===== src/rtl/unit_stream_rx.sv =====
`timescale 1ns/1ps
// unit_stream_rx
// Receive side of a 2-bit symbol stream. The block hunts for SYNC_WORD at any
// symbol alignment, then deserialises FRAME_WORDS payload words of WIDTH bits
// (MSB symbol first). After each frame it expects another SYNC_WORD. If that
// trailer is missing, lock is dropped and hunting restarts from the bits
// already in the shift register, so no symbols are lost.
//
// Optional feature: define UNIT_STREAM_RX_CHECK_EN to compare each payload
// word against an incrementing reference sequence. That reference restarts at
// 0 on every fresh lock and carries on across frames while lock is held.
// Without the macro, err and err_count are constant 0.
//
// Ports:
//   clk        in   rising-edge clock
//   reset      in   asynchronous active-low reset
//   ce         in   symbol valid; din is sampled only when ce=1
//   din[1:0]   in   symbol, din[1] is the more significant bit
//   word       out  last payload word received (held between updates)
//   word_valid out  one-clock pulse when word updates
//   locked     out  high while frame-synchronised
//   err        out  one-clock pulse with word_valid on a payload mismatch
//   err_count  out  saturating (255) mismatch count
module unit_stream_rx #(
    parameter int                WIDTH       = 18,
    parameter logic [WIDTH-1:0]  SYNC_WORD   = 18'h3A5C3,
    parameter int                FRAME_WORDS = 8
) (
    input  logic             clk,
    input  logic             reset,
    input  logic             ce,
    input  logic [1:0]       din,
    output logic [WIDTH-1:0] word,
    output logic             word_valid,
    output logic             locked,
    output logic             err,
    output logic [7:0]       err_count
);

    localparam int SYMS  = WIDTH / 2;
    localparam int SYM_W = (SYMS > 1) ? $clog2(SYMS) : 1;
    // pay_cnt briefly reaches FRAME_WORDS on the way into CHECK
    localparam int PAY_W = $clog2(FRAME_WORDS + 1);

    localparam logic [SYM_W-1:0] SYM_ZERO = {SYM_W{1'b0}};
    localparam logic [SYM_W-1:0] SYM_ONE  = SYM_W'(1);
    localparam logic [SYM_W-1:0] SYM_LAST = SYM_W'(SYMS - 1);
    localparam logic [PAY_W-1:0] PAY_ZERO = {PAY_W{1'b0}};
    localparam logic [PAY_W-1:0] PAY_ONE  = PAY_W'(1);
    localparam logic [PAY_W-1:0] PAY_LAST = PAY_W'(FRAME_WORDS - 1);

    typedef enum logic [1:0] {
        ST_HUNT    = 2'd0,
        ST_PAYLOAD = 2'd1,
        ST_CHECK   = 2'd2
    } state_t;

    state_t            state_r;
    state_t            state_nxt_s;
    logic [WIDTH-1:0]  sr_r;
    logic [WIDTH-1:0]  sr_nxt_s;
    logic [WIDTH-1:0]  sr_shift_s;
    logic [SYM_W-1:0]  sym_cnt_r;
    logic [SYM_W-1:0]  sym_cnt_nxt_s;
    logic [PAY_W-1:0]  pay_cnt_r;
    logic [PAY_W-1:0]  pay_cnt_nxt_s;
    logic [WIDTH-1:0]  word_r;
    logic [WIDTH-1:0]  word_nxt_s;
    logic              word_valid_r;
    logic              word_valid_nxt_s;
    logic              locked_r;
    logic              locked_nxt_s;
    logic              sync_hit_s;
    logic              sym_last_s;

    // Comparisons use the shift register as it will look after this symbol
    assign sr_shift_s = {sr_r[WIDTH-3:0], din};
    assign sync_hit_s = (sr_shift_s == SYNC_WORD);
    assign sym_last_s = (sym_cnt_r == SYM_LAST);

    // State register
    always_ff @(posedge clk or negedge reset) begin
        if (!reset) begin
            state_r <= ST_HUNT;
        end else begin
            state_r <= state_nxt_s;
        end
    end

    // Next-state decode
    always_comb begin
        state_nxt_s = state_r;
        case (state_r)
            ST_HUNT: begin
                if (ce && sync_hit_s) begin
                    state_nxt_s = ST_PAYLOAD;
                end else begin
                    state_nxt_s = ST_HUNT;
                end
            end
            ST_PAYLOAD: begin
                if (ce && sym_last_s && (pay_cnt_r == PAY_LAST)) begin
                    state_nxt_s = ST_CHECK;
                end else begin
                    state_nxt_s = ST_PAYLOAD;
                end
            end
            ST_CHECK: begin
                if (ce && sym_last_s) begin
                    state_nxt_s = sync_hit_s ? ST_PAYLOAD : ST_HUNT;
                end else begin
                    state_nxt_s = ST_CHECK;
                end
            end
            default: begin
                state_nxt_s = ST_HUNT;
            end
        endcase
    end

    // Datapath and output decode: shift register, counters, word capture
    always_comb begin
        sr_nxt_s         = sr_r;
        sym_cnt_nxt_s    = sym_cnt_r;
        pay_cnt_nxt_s    = pay_cnt_r;
        word_nxt_s       = word_r;
        word_valid_nxt_s = 1'b0;
        locked_nxt_s     = (state_nxt_s != ST_HUNT);
        if (ce) begin
            sr_nxt_s = sr_shift_s;
            case (state_r)
                ST_HUNT: begin
                    // counters sit at zero while hunting, ready for a lock
                    sym_cnt_nxt_s = SYM_ZERO;
                    pay_cnt_nxt_s = PAY_ZERO;
                end
                ST_PAYLOAD: begin
                    if (sym_last_s) begin
                        sym_cnt_nxt_s    = SYM_ZERO;
                        pay_cnt_nxt_s    = pay_cnt_r + PAY_ONE;
                        word_nxt_s       = sr_shift_s;
                        word_valid_nxt_s = 1'b1;
                    end else begin
                        sym_cnt_nxt_s = sym_cnt_r + SYM_ONE;
                    end
                end
                ST_CHECK: begin
                    if (sym_last_s) begin
                        sym_cnt_nxt_s = SYM_ZERO;
                        pay_cnt_nxt_s = PAY_ZERO;
                    end else begin
                        sym_cnt_nxt_s = sym_cnt_r + SYM_ONE;
                    end
                end
                default: begin
                    sym_cnt_nxt_s = SYM_ZERO;
                    pay_cnt_nxt_s = PAY_ZERO;
                end
            endcase
        end else begin
            sr_nxt_s = sr_r;
        end
    end

    // Datapath and output registers
    always_ff @(posedge clk or negedge reset) begin
        if (!reset) begin
            sr_r         <= {WIDTH{1'b0}};
            sym_cnt_r    <= SYM_ZERO;
            pay_cnt_r    <= PAY_ZERO;
            word_r       <= {WIDTH{1'b0}};
            word_valid_r <= 1'b0;
            locked_r     <= 1'b0;
        end else begin
            sr_r         <= sr_nxt_s;
            sym_cnt_r    <= sym_cnt_nxt_s;
            pay_cnt_r    <= pay_cnt_nxt_s;
            word_r       <= word_nxt_s;
            word_valid_r <= word_valid_nxt_s;
            locked_r     <= locked_nxt_s;
        end
    end

    assign word       = word_r;
    assign word_valid = word_valid_r;
    assign locked     = locked_r;

`ifdef UNIT_STREAM_RX_CHECK_EN
    localparam logic [WIDTH-1:0] EXP_ONE = WIDTH'(1);

    logic [WIDTH-1:0] expected_r;
    logic [WIDTH-1:0] expected_nxt_s;
    logic             err_r;
    logic             err_nxt_s;
    logic [7:0]       err_count_r;
    logic [7:0]       err_count_nxt_s;

    function automatic logic [7:0] sat_inc8(input logic [7:0] v);
        return (v == 8'hFF) ? v : (v + 8'd1);
    endfunction

    // Reference sequence and mismatch detection for payload words
    always_comb begin
        expected_nxt_s  = expected_r;
        err_nxt_s       = 1'b0;
        err_count_nxt_s = err_count_r;
        if (ce && (state_r == ST_HUNT) && sync_hit_s) begin
            // fresh lock restarts the sequence; a CHECK->PAYLOAD pass does not
            expected_nxt_s = {WIDTH{1'b0}};
        end else if (word_valid_nxt_s) begin
            expected_nxt_s = expected_r + EXP_ONE;
            if (sr_shift_s != expected_r) begin
                err_nxt_s       = 1'b1;
                err_count_nxt_s = sat_inc8(err_count_r);
            end else begin
                err_nxt_s       = 1'b0;
                err_count_nxt_s = err_count_r;
            end
        end else begin
            expected_nxt_s = expected_r;
        end
    end

    // Reference and error registers
    always_ff @(posedge clk or negedge reset) begin
        if (!reset) begin
            expected_r  <= {WIDTH{1'b0}};
            err_r       <= 1'b0;
            err_count_r <= 8'd0;
        end else begin
            expected_r  <= expected_nxt_s;
            err_r       <= err_nxt_s;
            err_count_r <= err_count_nxt_s;
        end
    end

    assign err       = err_r;
    assign err_count = err_count_r;
`else
    assign err       = 1'b0;
    assign err_count = 8'd0;
`endif

endmodule


===== config.mk =====
export PLATFORM = sky130hd
export DESIGN_NAME = unit_stream_rx
export DESIGN_NICKNAME = d
export VERILOG_FILES = /design/src/rtl/unit_stream_rx.sv
export SDC_FILE = /design/constraint.sdc
export NUM_CORES = 1
export LEC_CHECK = 0
export BUFFER_PORTS_ARGS = -buffer_cell sky130_fd_sc_hd__buf_4
export CORE_MARGIN = 8
export CORE_UTILIZATION = 42
export DETAILED_ROUTE_END_ITERATION = 8
export PLACE_DENSITY_LB_ADDON = 0.12
export SLEW_MARGIN = 0
export SYNTH_ARGS = -nofsm -noshare
export SYNTH_HDL_FRONTEND = slang
export SYNTH_SLANG_ARGS = --single-unit

===== constraint.sdc =====
create_clock -name clk -period 1.9 [get_ports clk]
set_input_delay 0.19 -clock clk [delete_from_list [all_inputs] [get_ports clk]]
set_output_delay 0.19 -clock clk [all_outputs]
set_load 0.02 [all_outputs]

# Word level (Yosys, flattened, before mapping)
# Index checks and enable logic that the tools add are counted.
# Widths: inputs -> output; s select.
op_classes:
  muxes: 13
  eq_ne: 7
  n_addsub: 2
  n_reduce_logical: 8
op_table:
  columns: ["operator", "count"]
  rows:
  - ["$eq 18x18->1 const B", 1]
  - ["$mux 4", 4]
  - ["$add 4x1->4 const B", 2]
  - ["$pmux 4 s2", 1]
  - ["$pmux 2 s3", 1]
  - ["$reduce_and 3->1", 2]
  - ["$mux 1", 5]
  - ["$eq 4x3->1 const B", 1]
  - ["$eq 4x4->1 const B", 1]
  - ["$mux 2", 2]
  - ["$ne 2x2->1 const B", 2]
  - ["$logic_and 1x1->1", 3]
  - ["$eq 2x1->1 const B", 1]
  - ["$eq 2x2->1 const B", 1]
  - ["$logic_not 2->1", 1]
  - ["$reduce_bool 2->1", 1]
  - ["$reduce_or 2->1", 1]
word_totals:
  in_bits: 5
  output_inout_bits: 29
  word_cells: 37
  regBits: 46

# Depth between registers and ports, before layout
# Gate-level depths: netlist of run 1.
logic_depth:
  depth_word: 6
  mapped_depth: 6
  mapped_depth_nobuf: 5

# Worst setup path after synthesis of run 1
# No wires, ideal clock.
synth_timing:
  path_kind: "reg2reg"
  from: "register sym_cnt_r[0]"
  to: "register word_r[0], in the netlist word[0]"
  slack_ns: 0.278
  synth_period_minus_slack_ns: 1.622
  path_stages_with_launch: 7
  t_arrival_ns: 1.497
  setup_time_ns: 0.125
  path_buffers: 1
  t_required_ns: 1.775
  cell_sequence: "dfrtp_1 > inv_1 > ha_1 > and4b_4 > nand2_4 > buf_8 > mux2_4"
synth_via:
  elab_chain_cells: 2
synth_rtl:
  columns: ["item", "line", "rtl"]
  rows:
  - ["from (decl)", "63", "logic [SYM_W-1:0] sym_cnt_r;"]
  - ["from (signal assigned)", "176", "sym_cnt_r <= sym_cnt_nxt_s;"]
  - ["$eq 4x4->1", "79", "assign sym_last_s = (sym_cnt_r == SYM_LAST);"]
  - ["$reduce_and 3->1 (no line)", null, null]
  - ["to (signal assigned)", "171", "word_r <= {WIDTH{1'b0}};"]
  - ["to (signal assigned)", "178", "word_r <= word_nxt_s;"]
  - ["to (decl)", "67", "logic [WIDTH-1:0] word_r;"]
# No other way between the ends.
# A chain may end at the register's enable or synchronous reset.

# Worst setup path after layout of run 1
layout_timing:
  from: "register sym_cnt_r[0]"
  to: "register word_r[7], in the netlist word[7]"
# The elaborated chain is that of the path after synthesis.

==> results of run 1 <==
## per-layer routing
| layer | vias up | part of all wire (%) |
|---|---|---|
| li1 | 599 | - |
| met1 | 649 | 44 |
| met2 | 31 | 48 |
| met3 | 7 | 6.8 |
| met4 | 0 | 1.3 |
| met5 | - | 0 |
## cell type report
class / count / area share, %
well taps: 70 / 3.58
inverters: 7 / 1.07
flip-flops and latches: 46 / 47.0
multi-input cells: 97 / 36.4
clock inverters: 3 / 1.02
repair buffers: 26 / 8.08
clock buffers: 5 / 2.81
## cell families (layout without fill, tap and decap cells)
kind of cell,count (synthesis),count (layout),synth area share (%)
simple gates,26,26,9.61
other cells,1,9,0.176
mux,35,35,20.0
xor+xnor,1,1,0.410
buf+inv,20,41,5.74
fa+ha+maj,7,7,4.10
compound gates,19,19,6.04
flops,46,46,53.9
## worst max-delay path: cells and delay by family (launching register included)
family / cells / cell delay, ns
adders and majority gates: 1 / 0.25
buffers and inverters: 1 / 0.08
DFF: 1 / 0.42
muxes: 1 / 0.38
and+or+nand+nor: 2 / 0.52
## state kept, by name (all words and copies together) (netlist names)
register    flops
locked          1
sr_r           16
sym_cnt_r       4
word           18
state_r         2
word_valid      1
pay_cnt_r       4
## worst max path at each step
stage                             startpoint             endpoint  slack [ns]  cells after the start
global route        sym_cnt_r[0]$_DFFE_PN0P_  word[2]$_DFFE_PN0P_        0.06                      5
CTS                 sym_cnt_r[0]$_DFFE_PN0P_  word[7]$_DFFE_PN0P_        0.13                      5
global placement    sym_cnt_r[0]$_DFFE_PN0P_  word[9]$_DFFE_PN0P_        0.23                      5
finish              sym_cnt_r[0]$_DFFE_PN0P_  word[7]$_DFFE_PN0P_        0.14                      5
floorplan           sym_cnt_r[0]$_DFFE_PN0P_  word[0]$_DFFE_PN0P_        0.28                      6
detailed placement  sym_cnt_r[0]$_DFFE_PN0P_  word[7]$_DFFE_PN0P_        0.16                      5
## metrics by stage
stage | setup WS (ns) | hold WS [ns] | total power, W | instance area, sq um | util [%]
2_1_floorplan | 0.278 | -0.106 | 0.00247 | 2160 | -
3_3_place_gp | 0.227 | 0.218 | 0.00291 | 2340 | 46.8
3_5_place_dp | 0.161 | 0.235 | 0.00296 | 2340 | 46.8
4_1_cts | 0.131 | 0.116 | 0.00360 | 2450 | 48.9
5_1_grt | 0.0639 | 0.113 | 0.00379 | 2450 | 48.9
6_report | 0.144 | 0.122 | 0.00354 | 2450 | 48.9
## synth_stat cells, types with 3 or more instances
library cell and number:
nor4b_1 3, nand3_1 4, buf_4 9, o21ai_0 3, ha_1 7, dfrtp_1 46
and4b_1 4, a21oi_1 6, mux2_2 25, inv_1 7, nand2_1 5, mux2_4 9
## power groups by stage
stage                     sequential, W  clock, W  combinational [W]
final                           0.00163  0.000618            0.00129
after global placement          0.00163         0            0.00128
after global routing            0.00169  0.000686            0.00141
after CTS                       0.00163  0.000650            0.00131
after detailed placement        0.00165         0            0.00131
after floorplan                 0.00181         0           0.000660
## what timing repair did
item                       in CTS  in global routing
hold endpoints to repair       46                  0
hold buffers                    1                  0
setup endpoints to repair       0                  0
setup buffers                   0                  0
==> results.json, run 1 <==
{
  "via_per_inst": 5.06,
  "outcome": "finished, final reports clean",
  "p_comb_share_pct": 36.5,
  "yosysTopAreaCell": "dfrtp_1",
  "seq_area_sq_um": 1150,
  "worst_ep_required_time_ns": 2.09,
  "grt.busiest_layer": "met2",
  "power.internal_w": 0.00229,
  "holdPathStages": 2,
  "switchingPower_w": 0.00125,
  "num_io_pins": 34,
  "grtUsageMet3_pct": 4.25,
  "path_clk_slew_ns": 0.10,
  "synth.distinct_cells": 35,
  "syn_area_per_cell_sq_um": 13.8,
  "area_delta_synth_final_pct": 14.7,
  "antenna_left": 0,
  "synth_area_leaders": "dfrtp_1 54%, mux2_2 13%, mux2_4 6.3%",
  "finalCritPeriodShare_pct": 92.4,
  "netlist.area_leader.share_pct": 53.9,
  "ys_seq_elements": 46,
  "start_util_pct": 42.6,
  "seqPwrFrac_pct": 46.0,
  "avgRoutedWirePerCell_um": 15.4,
  "die_h_um": 87.3,
  "grt_pass1_wl_mm": 6.64,
  "synthCells": 155,
  "crit-reg2reg-launch": "sym_cnt_r[0]$_DFFE_PN0P_",
  "cp_slowest_cell": "dfrtp_1",
  "crit_chain": "inv_1, ha_1, and4b_4, nand2_4, mux2_2",
  "grt_max_degree": 47,
  "grt_use_met2_pct": 18.1,
  "rows": 26,
  "post-route-min-period_ns": 1.76,
  "ff2ff_setup_slack_ns": 0.14,
  "synth_edf_count": 0,
  "final_nets": 195,
  "chipWidth_um": 87.3,
  "grt_use_total_pct": 11.2,
  "worst_setup_path_start_kind": "flop",
  "drt_wl_total_mm": 3.91,
  "relSlewSlack_pct": 61.9,
  "crit_type": "reg2reg",
  "tightestPinTransition_ns": 0.571,
  "setup_viol": 0,
  "setup-tns-final_ns": 0,
  "async_flop_share_pct": 100,
  "arrival_ns": 1.94,
  "die_area_sq_um": 7620,
  "cts_buffers": 5,
  "cap_violations": 0,
  "max_stage_delay_ns": 0.42,
  "ys_seq_area_share_pct": 53.9,
  "first_iter_violations": 94,
  "cts_tree": "yes",
  "swShare_pct": 35.3,
  "holdPathEnd": "word[0]$_DFFE_PN0P_",
  "firstDrtPassIters": 4,
  "antenna_found_initial": 0,
  "path_max_fanout": 19,
  "clock_sinks": 46,
  "hold_start": "din[0]",
  "drc": 0,
  "core_sq_um": 5010,
  "p_leak_nw": 1.20,
  "fin_cells": 254,
  "cts_resized": 0,
  "fillers": 469,
  "rsz0062_at_grt": "no",
  "cts_root_buffer": "clkbuf_8",
  "ir_worst_vdd_v": 0.000736,
  "syn-cell-area_sq_um": 2130,
  "finalMaxSlewViolations": 0,
  "synth_warnings": 0,
  "rr_worst_depth": 5,
  "diodes": 0,
  "clockBufferDepth": 2,
  "skew_ns": 0.0128,
  "dp.cells": 245,
  "drive_gt1_share_pct": 39.7,
  "max_freq_mhz": 570,
  "met1_usage_pct": 13.3,
  "port_buffers": 24,
  "htree_levels": 2,
  "vias": 1286,
  "multi_input_area_sq_um": 891,
  "dp_hpwl_mm": 2.76,
  "final_cell_mix": "46 x dfrtp_1, 25 x mux2_2, 25 x buf_4, 9 x mux2_4, 9 x conb_1",
  "hold_viol": 0,
  "synthFlopType": "dfrtp_1",
  "min-delay-path-class": "in2reg",
  "gp_congestion": 0.787,
  "worst_setup_path_end_kind": "flop",
  "final_common_cell": "dfrtp_1",
  "grt_overflow": 0,
  "clock_latency_ns": 0.31,
  "clockPowerShare_pct": 17.5,
  "reg2reg_to": "word[7]$_DFFE_PN0P_",
  "p_per_area_nw_per_um2": 1440,
  "grt_pass1_vias": 1355
}
Note: power is estimated with default switching activity, not from simulation.
==> run 2: changes to the inputs <==
--- a/config.mk
+++ b/config.mk
@@ -5,7 +5,7 @@
 export SDC_FILE = /design/constraint.sdc
 export NUM_CORES = 1
 export LEC_CHECK = 0
-export BUFFER_PORTS_ARGS = -buffer_cell sky130_fd_sc_hd__buf_4
+export BUFFER_PORTS_ARGS = -buffer_cell sky130_fd_sc_hd__buf_2
 export CORE_MARGIN = 8
 export CORE_UTILIZATION = 42
 export DETAILED_ROUTE_END_ITERATION = 8
==> run 2 against run 1 <==
  * Critical path depth stayed put
  * Global-route usage is 0.68 points lower
  * Wire length is 3.5% lower
  * Core utilization is 0.72 points lower
  * Critical endpoint is now word[1]$_DFFE_PN0P_
  * Largest cell class unchanged
  * Fmax up 1.2%
==> results.json, run 2 (synthesis gave the netlist of run 1 again) <==
{
  "grt_use_total_pct": 10.5,
  "htree_levels": 2,
  "arrival_ns": 1.92,
  "finalCritPeriodShare_pct": 91.3,
  "max_freq_mhz": 576,
  "die_area_sq_um": 7620,
  "outcome": "finished, final reports clean",
  "hold_start": "din[0]",
  "worst_setup_path_end_kind": "flop",
  "clock_latency_ns": 0.29,
  "final_cell_mix": "46 x dfrtp_1, 25 x mux2_2, 24 x buf_2, 9 x mux2_4, 9 x conb_1",
  "drc": 0,
  "port_buffers": 24,
  "antenna_left": 0,
  "rsz0062_at_grt": "no",
  "drive_gt1_share_pct": 39.5,
  "num_io_pins": 34,
  "finalMaxSlewViolations": 0,
  "holdPathEnd": "word[0]$_DFFE_PN0P_",
  "vias": 1268,
  "hold_viol": 0,
  "largest_register_ff_count": 18,
  "ir_worst_vdd_v": 0.000617,
  "clockBufferDepth": 2,
  "area_delta_synth_final_pct": 13.0,
  "setup-tns-final_ns": 0,
  "fin_ws_ns": 0.165,
  "final_common_cell": "dfrtp_1",
  "avgRoutedWirePerCell_um": 14.8,
  "die_h_um": 87.3,
  "diodes": 0,
  "p_per_area_nw_per_um2": 1460,
  "cts_buffers": 5,
  "grt_pass1_wl_mm": 6.31,
  "grt_max_degree": 47,
  "rows": 26,
  "skew_ns": 0.0115,
  "max_stage_delay_ns": 0.41,
  "dpl_worst_slack_ns": 0.174,
  "start_util_pct": 42.6,
  "worst_setup_path_start_kind": "flop",
  "grt_pass1_vias": 1305,
  "clock_sinks": 46,
  "relSlewSlack_pct": 62.4,
  "holdPathStages": 2,
  "p_leak_nw": 1.20,
  "post-route-min-period_ns": 1.73,
  "drt_wl_total_mm": 3.77,
  "final_nets": 196,
  "worst_ep_required_time_ns": 2.08,
  "gp_congestion": 0.790,
  "cap_violations": 0,
  "cp_slowest_cell": "dfrtp_1",
  "setup_viol": 0,
  "crit_type": "reg2reg",
  "cts_root_buffer": "clkbuf_8",
  "min-delay-path-class": "in2reg",
  "cts_resized": 0,
  "core_sq_um": 5010,
  "chipWidth_um": 87.3,
  "tightestPinTransition_ns": 0.564,
  "first_iter_violations": 75,
  "path_max_fanout": 19,
  "dp_hpwl_mm": 2.69,
  "cts_tree": "yes",
  "crit_chain": "inv_1, ha_1, and4b_4, nand2_4, mux2_2",
  "holdBufCountCts": 1,
  "grt_overflow": 0,
  "reg2reg_to": "word[1]$_DFFE_PN0P_",
  "firstDrtPassIters": 5,
  "crit-reg2reg-launch": "sym_cnt_r[0]$_DFFE_PN0P_",
  "ff2ff_setup_slack_ns": 0.17,
  "rr_worst_depth": 5,
  "post-cts-setup-buffers": 0,
  "antenna_found_initial": 0,
  "via_per_inst": 4.97,
  "path_clk_slew_ns": 0.09
}
run 2: cell types whose count changed in the layout (fill, tap and decap cells not counted), sizes merged:
| cell | delta |
|---|---|
| buf | +1 |
| bufinv | +1 |
| clkbuf | +1 |
| clkinv | -1 |
| inv | -1 |
run 2: cell type report:
class                      instances  area (sq um)
fill                             462          2600
clock buffer                       6          72.6
timing repair buffer              27           145
sequential                        46          1150
multi-input combinational         97           891
clock inverter                     2          37.5
inverter                           7          26.3
tap                               70          87.6
run 2: worst max-delay path by stage:
| stage | startpoint | end | slack (ns) | depth (start not counted) |
|---|---|---|---|---|
| after detailed placement | sym_cnt_r[0]$_DFFE_PN0P_ | word[5]$_DFFE_PN0P_ | 0.17 | 5 |
| after global placement | sym_cnt_r[0]$_DFFE_PN0P_ | word[4]$_DFFE_PN0P_ | 0.23 | 5 |
| after CTS | sym_cnt_r[0]$_DFFE_PN0P_ | word[1]$_DFFE_PN0P_ | 0.16 | 5 |
| after global routing | sym_cnt_r[0]$_DFFE_PN0P_ | word[5]$_DFFE_PN0P_ | 0.1 | 5 |
| after floorplan | sym_cnt_r[0]$_DFFE_PN0P_ | word[0]$_DFFE_PN0P_ | 0.28 | 6 |
| final | sym_cnt_r[0]$_DFFE_PN0P_ | word[1]$_DFFE_PN0P_ | 0.17 | 5 |
run 2: through the flow:
stage                     instances  util [%]  power (W)  hold slack [ns]  area [sq um]
after global placement          246      45.7    0.00280            0.298          2290
after global routing            255      48.1    0.00377            0.148          2410
after floorplan                 163         -    0.00247           -0.106          2160
after CTS                       255      48.1    0.00357            0.141          2410
final                           255      48.1    0.00352            0.147          2410
after detailed placement        246      45.7    0.00284            0.313          2290
run 2: worst max-delay path: cells and delay by family (launching register included):
kind | cells | cell delay, ns
buffers and inverters | 1 | 0.07
muxes | 1 | 0.38
and+or+nand+nor | 2 | 0.51
adders and majority gates | 1 | 0.24
DFF | 1 | 0.41
run 2: layer usage:
layer | vias up | share of wire [%] | GRT usage (%)
li1 | 598 | - | -
met2 | 34 | 46 | 15.9
met4 | 0 | 0.64 | 4.22
met1 | 634 | 46 | 13.1
met3 | 2 | 7.1 | 4.06
met5 | - | 0 | 0
run 2: power breakdown:
group | switching [W] | leakage (nW) | internal (W)
registers | 0.000275 | 0.570 | 0.00134
clock network | 0.000322 | 0.0514 | 0.000393
logic | 0.000608 | 0.576 | 0.000577
total | 0.00120 | 1.20 | 0.00231
==> run 3: changes to the inputs <==
--- a/config.mk
+++ b/config.mk
@@ -6,10 +6,13 @@
 export NUM_CORES = 1
 export LEC_CHECK = 0
 export BUFFER_PORTS_ARGS = -buffer_cell sky130_fd_sc_hd__buf_2
+export CELL_PAD_IN_SITES_DETAIL_PLACEMENT = 1
+export CELL_PAD_IN_SITES_GLOBAL_PLACEMENT = 1
 export CORE_MARGIN = 8
 export CORE_UTILIZATION = 42
 export DETAILED_ROUTE_END_ITERATION = 8
-export PLACE_DENSITY_LB_ADDON = 0.12
+export PLACE_DENSITY_LB_ADDON = 0.1
+export SKIP_CTS_REPAIR_TIMING = 1
 export SLEW_MARGIN = 0
 export SYNTH_ARGS = -nofsm -noshare
 export SYNTH_HDL_FRONTEND = slang
==> run 3 against run 2 <==
  * Clock-buffer cell count did not move
  * Core utilization fell by 0.32 points
  * Global-route usage rose by 2.1 points
  * First-iteration DRC count fell by 16%
  * Sequential share of layout area rose by 0.32 points
  * Register-to-register slack got worse by 0.03 ns
  * Design area fell by 0.67%
  * Via count rose by 2.6%
  * Clock power fell by 19%
  * Wire length rose by 16%
==> results.json, run 3 (synthesis gave the netlist of run 1 again) <==
{
  "outcome": "finished, final reports clean",
  "grt_pass1_vias": 1462,
  "cts_tree": "yes",
  "max_stage_delay_ns": 0.41,
  "grt_pass1_wl_mm": 7.58,
  "first_iter_violations": 63,
  "fin_util_pct": 47.8,
  "p_leak_nw": 1.20,
  "largest_register_ff_count": 18,
  "drt_wl_total_mm": 4.37,
  "core_sq_um": 5010,
  "max_freq_mhz": 566,
  "path_max_fanout": 19,
  "vias": 1301,
  "dp_hpwl_mm": 3.21,
  "via_per_inst": 5.08,
  "finalCritPeriodShare_pct": 93.1,
  "clock_latency_ns": 0.29,
  "final_nets": 197,
  "finalMaxSlewViolations": 0,
  "arrival_ns": 1.95,
  "clock_sinks": 46,
  "diodes": 0,
  "holdWs_ns": 0.164,
  "ir_worst_vdd_v": 0.000568,
  "clockBufferDepth": 2,
  "grt_use_total_pct": 12.6,
  "crit_type": "reg2reg",
  "worst_ep_required_time_ns": 2.08,
  "tightestPinTransition_ns": 0.702,
  "firstDrtPassIters": 4,
  "min-delay-path-class": "in2reg",
  "gp_congestion": 0.794,
  "dpl_worst_slack_ns": 0.129,
  "antenna_found_initial": 0,
  "grt_overflow": 0,
  "worst_setup_path_start_kind": "flop",
  "port_buffers": 24,
  "area_delta_synth_final_pct": 12.2,
  "post-route-min-period_ns": 1.77,
  "cap_violations": 0,
  "chipWidth_um": 87.3,
  "cts_buffers": 5,
  "drive_gt1_share_pct": 39.8,
  "grt_max_degree": 33,
  "htree_levels": 2,
  "crit_chain": "inv_1, ha_1, and4b_4, nand2_4, mux2_2",
  "antenna_left": 0,
  "final_cell_mix": "46 x dfrtp_1, 25 x mux2_2, 24 x buf_2, 9 x mux2_4, 9 x conb_1",
  "start_util_pct": 42.6,
  "cts_root_buffer": "clkbuf_8",
  "rows": 26,
  "drc": 0,
  "die_area_sq_um": 7620,
  "fin_ws_ns": 0.132,
  "path_clk_slew_ns": 0.09,
  "worst_setup_path_end_kind": "flop",
  "cp_slowest_cell": "dfrtp_1",
  "skew_ns": 0.00652,
  "avgRoutedWirePerCell_um": 17.1,
  "die_h_um": 87.3,
  "hold_viol": 0,
  "setup_viol": 0,
  "final_common_cell": "dfrtp_1",
  "rsz0062_at_grt": "no",
  "relSlewSlack_pct": 53.2,
  "setup-tns-final_ns": 0,
  "p_per_area_nw_per_um2": 1430,
  "num_io_pins": 34
}
## run 3: cell count changes in the layout (fill, tap and decap cells not counted), sizes merged
cell	delta
bufinv	-1
clkinvlp	-1
clkinv	+2
buf	+1
## run 3: final cells by class
class                      instances  area, sq um
inverter                           7         26.3
timing repair buffer              28          153
clock buffer                       6         72.6
tap                               70         87.6
fill                             552         2620
sequential                        46         1150
clock inverter                     2         13.8
multi-input combinational         97          891
## run 3: per-stage QoR
step	power [W]	instance area [sq um]	cells
after floorplan	0.00247	2160	163
after global placement	0.00281	2300	247
after detailed placement	0.00288	2300	247
after CTS	0.00348	2380	255
after global routing	0.00367	2390	256
final	0.00342	2390	256
## run 3: path summary, 6_finish.rpt
path | depth (start not counted) | start | slack (ns) | endpoint
hold reg to reg | 1 | word[2]$_DFFE_PN0P_ | 0.50 | word[2]$_DFFE_PN0P_
min in group asynchronous | 2 | reset | 0.49 | word[15]$_DFFE_PN0P_
max in group asynchronous | 3 | reset | 0.80 | sym_cnt_r[1]$_DFFE_PN0P_
setup / recovery | 5 | sym_cnt_r[0]$_DFFE_PN0P_ | 0.13 | word[6]$_DFFE_PN0P_
hold / removal | 2 | din[1] | 0.16 | sr_r[1]$_DFFE_PN0P_
setup reg to reg | 5 | sym_cnt_r[0]$_DFFE_PN0P_ | 0.13 | word[6]$_DFFE_PN0P_
## run 3: report_power, final
part           leakage (nW)  switching [W]  total, W  internal [W]
Clock                0.0452       0.000320  0.000580      0.000260
Combinational         0.581       0.000632   0.00121      0.000581
Sequential            0.570       0.000290   0.00163       0.00134
## run 3: worst max-delay path, delay by kind of cell (launching register included)
kind	cells	cell delay, ns
fa+ha+maj	1	0.25
mux	1	0.39
flops	1	0.41
simple gates	2	0.53
buf+inv	1	0.08
## run 3: metal layers
| layer | up-vias | track usage, % | part of all wire [%] |
|---|---|---|---|
| met5 | - | 0 | 0 |
| li1 | 599 | - | - |
| met1 | 677 | 15.5 | 45 |
| met2 | 21 | 20.7 | 50 |
| met4 | 0 | 4.84 | 1.1 |
| met3 | 4 | 3.11 | 3.7 |
